<file path="src/rtl/sequenciador_de_instrucoes_if.sv">
// Host-side bus of the instruction sequencer: program load stream, run control and replay outputs.
// The step input exists only when SEQUENCIADOR_SINGLE_STEP_EN is defined.
interface sequenciador_de_instrucoes_if #(
  parameter int ADDR_WIDTH = 5
);
  logic                  load_valid;
  logic [8:0]            load_data;
  logic                  load_ready;
  logic                  prog_clear;
  logic                  run;
  logic [8:0]            iin;
  logic [1:0]            counter;
  logic [ADDR_WIDTH-1:0] pc;
  logic                  busy;
  logic                  done;
`ifdef SEQUENCIADOR_SINGLE_STEP_EN
  logic                  step;

  modport master (
    output load_valid, load_data, prog_clear, run, step,
    input  load_ready, iin, counter, pc, busy, done
  );
  modport slave (
    input  load_valid, load_data, prog_clear, run, step,
    output load_ready, iin, counter, pc, busy, done
  );
`else
  modport master (
    output load_valid, load_data, prog_clear, run,
    input  load_ready, iin, counter, pc, busy, done
  );
  modport slave (
    input  load_valid, load_data, prog_clear, run,
    output load_ready, iin, counter, pc, busy, done
  );
`endif
endinterface

</file>
<file path="src/rtl/sequenciador_de_instrucoes.sv">
// Instruction sequencer: buffers a program of 9-bit words, then replays it as iin plus a 4-phase counter.
// Optional feature macro: SEQUENCIADOR_SINGLE_STEP_EN (hold each instruction at phase 00 until step).
module sequenciador_de_instrucoes #(
  parameter int ADDR_WIDTH = 5
) (
  input logic clock,
  input logic resetn,
  sequenciador_de_instrucoes_if.slave bus
);

  localparam int DEPTH = 1 << ADDR_WIDTH;
  localparam logic [ADDR_WIDTH:0]   CNT_FULL = (ADDR_WIDTH+1)'(DEPTH);
  localparam logic [ADDR_WIDTH:0]   CNT_ONE  = (ADDR_WIDTH+1)'(1);
  localparam logic [ADDR_WIDTH-1:0] PC_ONE   = ADDR_WIDTH'(1);

  typedef enum logic [1:0] {IDLE, EXEC, DONE} state_t;

  state_t                state_q, state_d;
  logic [8:0]            mem [DEPTH];
  logic [ADDR_WIDTH:0]   count_q, count_d;
  logic [ADDR_WIDTH-1:0] pc_q, pc_d;
  logic [1:0]            counter_q, counter_d;
  logic [8:0]            iin_q, iin_d;
  logic                  busy_q, busy_d;
  logic                  done_q, done_d;
  logic                  load_ready_q, load_ready_d;
  logic                  mem_we;
  logic                  step_ok;
  logic                  last_instr;
  logic                  start;

`ifdef SEQUENCIADOR_SINGLE_STEP_EN
  assign step_ok = bus.step;
`else
  assign step_ok = 1'b1;
`endif

  // pc is the last valid address once pc+1 reaches the word count
  assign last_instr = !(({1'b0, pc_q} + CNT_ONE) < count_q);
  assign start      = !bus.prog_clear && bus.run && (count_q != '0);

  always_ff @(posedge clock or negedge resetn) begin
    if (!resetn) state_q <= IDLE;
    else         state_q <= state_d;
  end

  always_comb begin
    state_d = state_q;
    unique case (state_q)
      IDLE:    if (start) state_d = EXEC;
      EXEC:    if (counter_q == 2'b11 && last_instr) state_d = DONE;
      DONE:    state_d = IDLE;
      default: state_d = IDLE;
    endcase
  end

  always_comb begin
    count_d   = count_q;
    pc_d      = pc_q;
    counter_d = counter_q;
    iin_d     = iin_q;
    busy_d    = busy_q;
    done_d    = 1'b0;
    mem_we    = 1'b0;
    unique case (state_q)
      IDLE: begin
        if (bus.prog_clear) begin
          count_d = '0;
        end else if (start) begin
          busy_d    = 1'b1;
          pc_d      = '0;
          counter_d = 2'b00;
          iin_d     = mem[0];
        end else if (bus.load_valid && load_ready_q) begin
          mem_we  = 1'b1;
          count_d = count_q + CNT_ONE;
        end
      end
      EXEC: begin
        // only phase 00 may be held back; the remaining phases always run through
        if (counter_q != 2'b00 || step_ok) begin
          if (counter_q == 2'b11) begin
            counter_d = 2'b00;
            if (last_instr) begin
              busy_d = 1'b0;
              done_d = 1'b1;
            end else begin
              pc_d  = pc_q + PC_ONE;
              iin_d = mem[pc_q + PC_ONE];
            end
          end else begin
            counter_d = counter_q + 2'b01;
          end
        end
      end
      default: ;
    endcase
    load_ready_d = (state_d == IDLE) && (count_d < CNT_FULL);
  end

  always_ff @(posedge clock or negedge resetn) begin
    if (!resetn) begin
      count_q      <= '0;
      pc_q         <= '0;
      counter_q    <= 2'b00;
      iin_q        <= 9'h000;
      busy_q       <= 1'b0;
      done_q       <= 1'b0;
      load_ready_q <= 1'b1;
    end else begin
      count_q      <= count_d;
      pc_q         <= pc_d;
      counter_q    <= counter_d;
      iin_q        <= iin_d;
      busy_q       <= busy_d;
      done_q       <= done_d;
      load_ready_q <= load_ready_d;
    end
  end

  // Program storage keeps its contents across reset
  always_ff @(posedge clock) begin
    if (mem_we) mem[count_q[ADDR_WIDTH-1:0]] <= bus.load_data;
  end

  assign bus.iin        = iin_q;
  assign bus.counter    = counter_q;
  assign bus.pc         = pc_q;
  assign bus.busy       = busy_q;
  assign bus.done       = done_q;
  assign bus.load_ready = load_ready_q;

endmodule

</file>
<file path="src/flat_wrapper.sv">
// flat-port wrapper written by rule: the top's interface ports become plain ports
module sequenciador_de_instrucoes_flat 
#(
  parameter int ADDR_WIDTH = 5
)
  (clock, resetn, bus_load_valid, bus_load_data, bus_prog_clear, bus_run, bus_load_ready, bus_iin, bus_counter, bus_pc, bus_busy, bus_done);
  sequenciador_de_instrucoes_if #(.ADDR_WIDTH(ADDR_WIDTH)) bus_i ();
  input logic clock;
  input logic resetn;
  input wire logic [$bits(bus_i.load_valid)-1:0] bus_load_valid;
  input wire logic [$bits(bus_i.load_data)-1:0] bus_load_data;
  input wire logic [$bits(bus_i.prog_clear)-1:0] bus_prog_clear;
  input wire logic [$bits(bus_i.run)-1:0] bus_run;
  output wire logic [$bits(bus_i.load_ready)-1:0] bus_load_ready;
  output wire logic [$bits(bus_i.iin)-1:0] bus_iin;
  output wire logic [$bits(bus_i.counter)-1:0] bus_counter;
  output wire logic [$bits(bus_i.pc)-1:0] bus_pc;
  output wire logic [$bits(bus_i.busy)-1:0] bus_busy;
  output wire logic [$bits(bus_i.done)-1:0] bus_done;
  assign bus_i.load_valid = bus_load_valid;
  assign bus_i.load_data = bus_load_data;
  assign bus_i.prog_clear = bus_prog_clear;
  assign bus_i.run = bus_run;
  assign bus_load_ready = bus_i.load_ready;
  assign bus_iin = bus_i.iin;
  assign bus_counter = bus_i.counter;
  assign bus_pc = bus_i.pc;
  assign bus_busy = bus_i.busy;
  assign bus_done = bus_i.done;
  sequenciador_de_instrucoes #(.ADDR_WIDTH(ADDR_WIDTH)) u_core (.clock(clock), .resetn(resetn), .bus(bus_i));
endmodule
</file>
<file path="config.mk">
export PLATFORM = sky130hd
export DESIGN_NAME = sequenciador_de_instrucoes_flat
export DESIGN_NICKNAME = d
export VERILOG_FILES = /design/src/rtl/sequenciador_de_instrucoes_if.sv /design/src/rtl/sequenciador_de_instrucoes.sv /design/src/flat_wrapper.sv
export SDC_FILE = /design/constraint.sdc
export NUM_CORES = 1
export LEC_CHECK = 0
export BUFFER_PORTS_ARGS = -buffer_cell sky130_fd_sc_hd__buf_2
export CORE_AREA = 2 2 171 173
export DETAILED_ROUTE_END_ITERATION = 7
export DIE_AREA = 0 0 173 175
export PLACE_DENSITY_LB_ADDON = 0.3
export SETUP_SLACK_MARGIN = 0.3
export SYNTH_ARGS = -nofsm -noshare
export SYNTH_HDL_FRONTEND = slang
export SYNTH_SLANG_ARGS = --single-unit
</file>
<file path="constraint.sdc">
create_clock -name clock -period 3 [get_ports clock]
set_clock_uncertainty 0.2 [all_clocks]
set_input_delay 0.15 -clock clock [delete_from_list [all_inputs] [get_ports clock]]
set_output_delay 0.15 -clock clock [all_outputs]
set_load 0.01 [all_outputs]
</file>
==> results of run 1 <==
[cells in the mapped netlist, drive strengths merged (5+ instances only)]
| library cell | number | area [µm²] |
|---|---|---|
| a21oi | 10 | 50.1 |
| nor2 | 42 | 158 |
| a32oi | 31 | 272 |
| mux2i | 29 | 290 |
| nand4 | 15 | 93.8 |
| o211ai | 5 | 37.5 |
| edfxtp | 288 | 8650 |
| nand3 | 33 | 165 |
| buf | 20 | 135 |
| dfrtp | 26 | 651 |
| ha | 11 | 138 |
| nor2b | 5 | 31.3 |
| nor3 | 5 | 41.3 |
| mux4 | 39 | 931 |
| clkbuf | 15 | 56.3 |
| a22oi | 5 | 37.5 |
| o21ai | 10 | 50.1 |
| inv | 13 | 51.3 |
| a221o | 6 | 60.1 |
| nand2 | 123 | 462 |
[area by class of cell]
class                           count  area [µm²]
Sequential cell                   315        9330
Clock inverter                     22         208
Clock buffer                       38         866
Inverter                           13        56.3
Timing Repair Buffer              136        1140
Tap cell                          384         480
Multi-Input combinational cell    401        3260
Fill cell                        2277       13000
[state kept, by name, indices dropped and copies added, names as in the netlist]
signal / cells
u_core.mem: 288
u_core.bus.iin: 9
u_core.count_q: 6
u_core.bus.pc: 5
u_core.bus.counter: 2
u_core.state_q: 2
u_core.bus.busy: 1
u_core.bus.done: 1
u_core.bus.load_ready: 1
[per-layer routing]
| layer | wire length [µm] | share of wire | vias up |
|---|---|---|---|
| li1 | - | - | 3270 |
| met4 | 1200 | 0.040 | 0 |
| met5 | 0 | 0 | - |
| met3 | 1870 | 0.062 | 68 |
| met2 | 14400 | 0.48 | 270 |
| met1 | 12600 | 0.42 | 3728 |
[report_power, final]
part	switching, mW	total [mW]	internal, mW
Combinational	2.32	4.19	1.88
Clock	1.69	4.04	2.36
Sequential	0.174	5.13	4.96
Total	4.18	13.4	9.20
[cell families after synthesis]
logic type,Yosys count
buffers and inverters,48
AOI/OAI and AO/OA,77
and+or+nand+nor,236
muxes,72
DFF,315
xor gates and xnor gates,5
adders and majority gates,11
[cells in the final DEF, fill, tap and decap left out, types with 3 or more instances in the layout]
cell and count:
nor3_1 3, a221o_1 6, inv_1 10, a22oi_1 5
clkbuf_1 4, buf_2 32, clkbuf_16 34, mux2i_1 29
dfrtp_1 23, ha_4 4, edfxtp_1 288, and2_1 3
a21o_1 3, nor2b_1 5, a21oi_1 8, clkinv_1 7
o21ai_2 3, o21ai_1 4, nand3_1 31, dfrtp_2 3
a32oi_1 31, bufinv_16 3, buf_12 8, or3_1 3
clkinv_2 6, nand2_1 118, o21ai_0 3, ha_1 6
nor2_1 42, nand2_2 4, mux4_2 25, dlygate4sd3_1 10
mux2_4 3, mux4_1 14, buf_16 3, buf_6 5
o211ai_1 5, buf_4 78, nand4_1 15
[worst paths after layout]
kind                                        from           endpoint  slack (ns)  depth (start not counted)
max in group asynchronous                 resetn   u_core.bus.pc[0]        0.54                          4
worst max register to register  u_core.bus.pc[1]  u_core.bus.iin[6]        0.16                         13
worst min-delay path            bus_load_data[1]  u_core.mem[17][1]        0.02                          1
worst min register to register   u_core.bus.busy    u_core.bus.busy        0.30                          1
min in group asynchronous                 resetn  u_core.state_q[1]        0.37                          3
worst max-delay path            u_core.bus.pc[1]  u_core.bus.iin[6]        0.16                         13
[what timing repair did]
item                       in CTS  in global routing
pin swaps                       8                  5
hold endpoints to repair      123                  0
gates cloned                    3                  0
hold buffers                   10                  0
setup endpoints to repair     256                171
resized for setup              21                 13
buffers inserted               22                  3
[through the flow]
stage | setup WS, ns | instance area, µm² | hold WS [ns] | instances | utilization
floorplan | 0.167 | 12700 | -0.346 | 764 | -
global placement | 0.183 | 13700 | 0.00327 | 1211 | 0.484
detailed placement | 0.181 | 13700 | 0.0173 | 1211 | 0.484
CTS | 0.267 | 15300 | 0.0285 | 1306 | 0.538
global route | 0.0899 | 15300 | 0.0559 | 1309 | 0.540
finish | 0.163 | 15300 | 0.0153 | 1309 | 0.540
==> results by group, run 1 <==
Yosys
  • Post-synthesis cell count: 764
  • Synth async-reset ratio: 0.0857
  • YS warnings: 0
  • Syn nets: 789
  • Mux share of post-synthesis cell area: 0.100
  • Post-Synth Adder-Cell Area: 0.0109
  • Cell area after synthesis: 12700 µm²
  • Synth unique cells: 48
  • Synthesized flop and latch total: 315
  • XOR/XNOR share of the synthesized area: 0.00553
  • Number of synthesized flops with an enable pin: 288
  • Seq/Total Area, Yosys: 0.736
  • Synth Flop Type: edfxtp_1
  • Largest family of logic cells by synthesized area: multiplexers
  • Complex-gate fraction of the synthesized area: 0.0463
  • Post-synthesis simple-gate area fraction: 0.0817
  • Mapped Avg Cell Area: 16.6 µm²

Detailed routing
  • Starting DRT DRC Count: 703
  • Via count: 7336
  • Initial DRT Pass Iterations: 5
  • Drt drc: 0
  • Vias per cell: 5.60
  • Routed WL per cell: 23.0 µm
  • ANT nets after route: 0
  • Routed Wire Length: 30100 µm

Status
  • Run status: finished clean

Worst setup path
  • Critical path's top delay family: compound AO/OA/AOI/OAI gates
  • Most used cell, CP: buf_6
  • Peak per-stage delay on the critical path: 0.44 ns
  • Worst-path cell chain: buf_6, nand3_4, xor2_4, inv_2, ha_4, a21o_1, a21oi_2, o211ai_1, buf_4, o2bb2ai_4, buf_6, buf_12, a221o_1
  • CP Max Fanout: 5
  • Startpoint class of the critical path: register
  • Slowest library cell on the worst path: dfrtp_2
  • CP required: 3.20 ns
  • Critical Path End Type: register
  • Crit Path Class: register to register
  • Worst Path Buf+Inv: 5
  • CP arrival: 3.04 ns

Finish
  • Layout Nets: 926
  • Share of layout cells above drive strength 1: 0.255
  • Diode count: 0
  • P&R area growth vs syn: 21.2%

CTS
  • CTS tree: built
  • Maximum level of the CTS H-tree: 2
  • Clock Sinks: 315
  • Longest Clk Path Bufs: 3
  • Reg clk slew, reported paths: 0.06 ns
  • Root buffer cell: clkbuf_16
  • Worst skew pair latency: 0.52 ns
  • Cts bufs inserted: 34

Timing
  • Final Max Slew Viols: 0
  • Setup_tns: 0 ns
  • Relative slew slack: 0.364
  • Max frequency: 352 MHz
  • Min Tclk post-route: 2.84 ns
  • Final setup viols: 0
  • Hold Fails Final Rpt: 0
  • Worst-Margin Slew: 0.951 ns
  • Period utilization: 0.946
  • Unrepaired setup endpoints after global routing: yes

Floorplanning
  • # IOs: 33
  • Chip width: 173 µm
  • Core ar.: 28400 µm²
  • Initial Utilization: 0.446
  • Cell Rows: 62
  • DIE HEIGHT: 175 µm
  • Die ar.: 30300 µm²

Placement
  • RePlAce Congestion: 0.834
  • HPWL after DPL: 18300 µm
  • Input/output buffers: 32

Pwr
  • Leakage: 5.27 nW
  • Overall power: 13.4 mW
  • Pwr dens: 872 nW/µm²
  • Peak supply drop: 0.362 mV

Global routing
  • First-pass GRT wire length: 45200 µm
  • GRT busiest layer: met2
  • Met3 Use GR: 0.0337
  • Grt ovf: 0
  • Initial antenna violation count: 0
  • Gr usage total: 0.201
  • Met1 usage: 0.274
  • M2 GR Usage: 0.324
  • Largest net degree at the start of global routing: 53
  • Number of global-route vias before repair: 7420

Job
  • Max-Cap Viols: 0

Min path
  • HP Class: primary input to register
(Power assumes the default switching activity.)
==> inputs of run 2 (changes only) <==
--- a/config.mk
+++ b/config.mk
@@ -7,6 +7,7 @@
 export LEC_CHECK = 0
 export BUFFER_PORTS_ARGS = -buffer_cell sky130_fd_sc_hd__buf_2
 export CORE_AREA = 2 2 171 173
+export CTS_BUF_LIST = sky130_fd_sc_hd__clkbuf_8
 export DETAILED_ROUTE_END_ITERATION = 7
 export DIE_AREA = 0 0 173 175
 export PLACE_DENSITY_LB_ADDON = 0.3
==> run 2 against run 1 <==
Effect of this change: via count grew 0.95%; setup slack improved by 0.035 ns; utilization increased by 0.10 points; sequential share of layout area is 0.11 points lower; critical path type unchanged; critical endpoint is now u_core.bus.iin[0]; largest power group unchanged; highest routed layer unchanged.
==> results by group, run 2 (same netlist as run 1, synthesis figures left out) <==
Min path
  • HP Class: register to register

Timing
  • Final setup viols: 0 (unchanged)
  • Worst-Margin Slew: 0.830 ns (-0.121 ns)
  • Final Max Slew Viols: 0 (unchanged)
  • Min Tclk post-route: 2.80 ns (-0.0347 ns)
  • Period utilization: 0.934 (-0.0116)
  • Relative slew slack: 0.447 (+0.0830)
  • Hold Fails Final Rpt: 0 (unchanged)
  • Unrepaired setup endpoints after global routing: yes
  • Max frequency: 357 MHz (+1.2%)
  • Setup_tns: 0 ns (unchanged)

CTS
  • Cts bufs inserted: 51 (+50%)
  • Reg clk slew, reported paths: 0.06 ns (about the same)
  • Worst skew pair latency: 0.60 ns (+0.08 ns)
  • CTS tree: built
  • Root buffer cell: clkbuf_8
  • Maximum level of the CTS H-tree: 2 (unchanged)
  • Longest Clk Path Bufs: 3 (unchanged)
  • Clock Sinks: 315 (unchanged)

Worst setup path
  • CP Max Fanout: 21 (+16)
  • Critical Path End Type: register
  • Worst Path Buf+Inv: 3 (-2)
  • CP required: 3.33 ns (+0.13 ns)
  • CP arrival: 3.13 ns (+0.09 ns)
  • Crit Path Class: register to register
  • Startpoint class of the critical path: register
  • Critical path's top delay family: compound AO/OA/AOI/OAI gates
  • Slowest library cell on the worst path: dfrtp_2
  • Peak per-stage delay on the critical path: 0.43 ns (about the same)
  • Worst-path cell chain: ha_4, xnor2_4, clkinv_8, buf_4, buf_12, mux2i_1, a32oi_1, nand4_1, a21oi_2, a221o_1

Global routing
  • First-pass GRT wire length: 45100 µm (-0.12%)
  • Number of global-route vias before repair: 7504 (+1.1%)
  • Gr usage total: 0.200 (-0.000913)
  • Grt ovf: 0 (unchanged)
  • Initial antenna violation count: 1 (+1)
  • Largest net degree at the start of global routing: 53 (unchanged)

Detailed routing
  • Starting DRT DRC Count: 657 (-6.5%)
  • ANT nets after route: 0 (unchanged)
  • Initial DRT Pass Iterations: 7 (+2)
  • Drt drc: 0 (unchanged)
  • Via count: 7406 (+0.95%)
  • Vias per cell: 5.51 (-1.7%)
  • Routed Wire Length: 30200 µm (+0.39%)
  • Routed WL per cell: 22.5 µm (-2.2%)

Finish
  • Layout Nets: 944 (+1.9%)
  • Commonest non-fill, non-tap cell in the layout: edfxtp_1
  • Commonest cells after routing, fill and taps aside: edfxtp_1, nand2_1, buf_4
  • Diode count: 0 (unchanged)
  • P&R area growth vs syn: 21.4%
  • Max reg flops: 288 (unchanged)
  • Fin area: 15400 µm² (+0.19%)
  • Util after Layout: 0.541 (+0.00101)
  • Share of layout cells above drive strength 1: 0.268 (+0.0126)

Job
  • Max-Cap Viols: 0 (unchanged)

Pwr
  • Pint: 8.79 mW (-4.4%)
  • Pwr dens: 843 nW/µm² (-3.2%)
  • Leakage: 5.33 nW (+1.1%)
  • Peak supply drop: 0.392 mV (+8.2%)
  • Clock Power Share: 0.276 (-0.026)
  • Reg power frac: 0.396 (+0.012)
  • Sw frac: 0.322 (+0.00942)
  • Switch Pwr: 4.17 mW (-0.12%)
  • Comb pwr share: 0.328 (+0.014)

Placement
  • Placed Area: 13700 µm² (unchanged)
  • HPWL after DPL: 18300 µm (unchanged)
  • Input/output buffers: 32 (unchanged)
  • RePlAce Congestion: 0.834 (unchanged)

Floorplanning
  • Core ar.: 28400 µm² (unchanged)
  • # IOs: 33 (unchanged)
  • Initial Utilization: 0.446 (unchanged)
  • Cell Rows: 62 (unchanged)
  • DIE HEIGHT: 175 µm (unchanged)
  • Die ar.: 30300 µm² (unchanged)
  • Chip width: 173 µm (unchanged)

Status
  • Run status: finished clean
run 2: cell count changes in the layout (fill, tap and decap cells not counted), moves of 2 or more:
| cell | delta |
|---|---|
| clkbuf_16 | -33 |
| buf_4 | -5 |
| clkbuf_8 | +54 |
| o21ai_1 | -2 |
| inv_1 | +16 |
| clkbuf_1 | -4 |
| clkinv_1 | +5 |
| inv_8 | -2 |
| o21ai_2 | +2 |
| a21oi_1 | -4 |
| a21oi_2 | +4 |
| dlygate4sd3_1 | +4 |
run 2: power groups by stage:
stage	combinational, mW	sequential, mW	clock [mW]
6_report	4.25	5.13	3.58
3_5_place_dp	3.67	5.21	0
2_1_floorplan	2.39	5.22	0
4_1_cts	4.04	5.13	3.67
5_1_grt	4.53	5.14	3.86
3_3_place_gp	3.65	5.21	0
run 2: area by class of cell:
type                    instances  area, µm²
clock buffers                  54        743
clock inverters                40        249
fillers                      2305      13000
inverters                      13       61.3
multi-input cells             401       3300
flip-flops and latches        315       9330
well taps                     384        480
repair buffers                137       1210
run 2: per-stage QoR:
step	setup WS, ns	power, mW	instances	hold slack, ns
2_1_floorplan	0.167	7.60	764	-0.346
6_report	0.198	13.0	1344	0.306
3_3_place_gp	0.183	8.86	1211	0.00327
3_5_place_dp	0.181	8.88	1211	0.0173
5_1_grt	0.122	13.5	1344	0.317
4_1_cts	0.233	12.8	1337	0.311
run 2: what timing repair did:
item,CTS,global route
setup buffers,14,6
setup endpoints to repair,256,190
pin swaps,5,7
hold endpoints to repair,324,0
gates resized for setup,26,17
cloned,3,1
hold buffers,15,0
run 2: path summary, 6_finish.rpt:
kind	startpoint	cells after the start	end	slack [ns]
max in group asynchronous	resetn	4	u_core.bus.pc[0]	2.02
setup / recovery	u_core.bus.pc[1]	10	u_core.bus.iin[0]	0.20
hold reg to reg	u_core.bus.busy	1	u_core.bus.busy	0.31
hold / removal	u_core.bus.busy	1	u_core.bus.busy	0.31
setup reg to reg	u_core.bus.pc[1]	10	u_core.bus.iin[0]	0.20
min in group asynchronous	resetn	4	u_core.count_q[5]	0.40
run 2: layer usage:
layer | wire length [µm] | vias up | share of wire | GRT usage
met5 | 0 | - | 0 | 0
met4 | 979 | 0 | 0.032 | 0.0805
met3 | 1620 | 60 | 0.054 | 0.0329
met2 | 14800 | 251 | 0.49 | 0.324
met1 | 12800 | 3768 | 0.42 | 0.273
li1 | - | 3327 | - | -
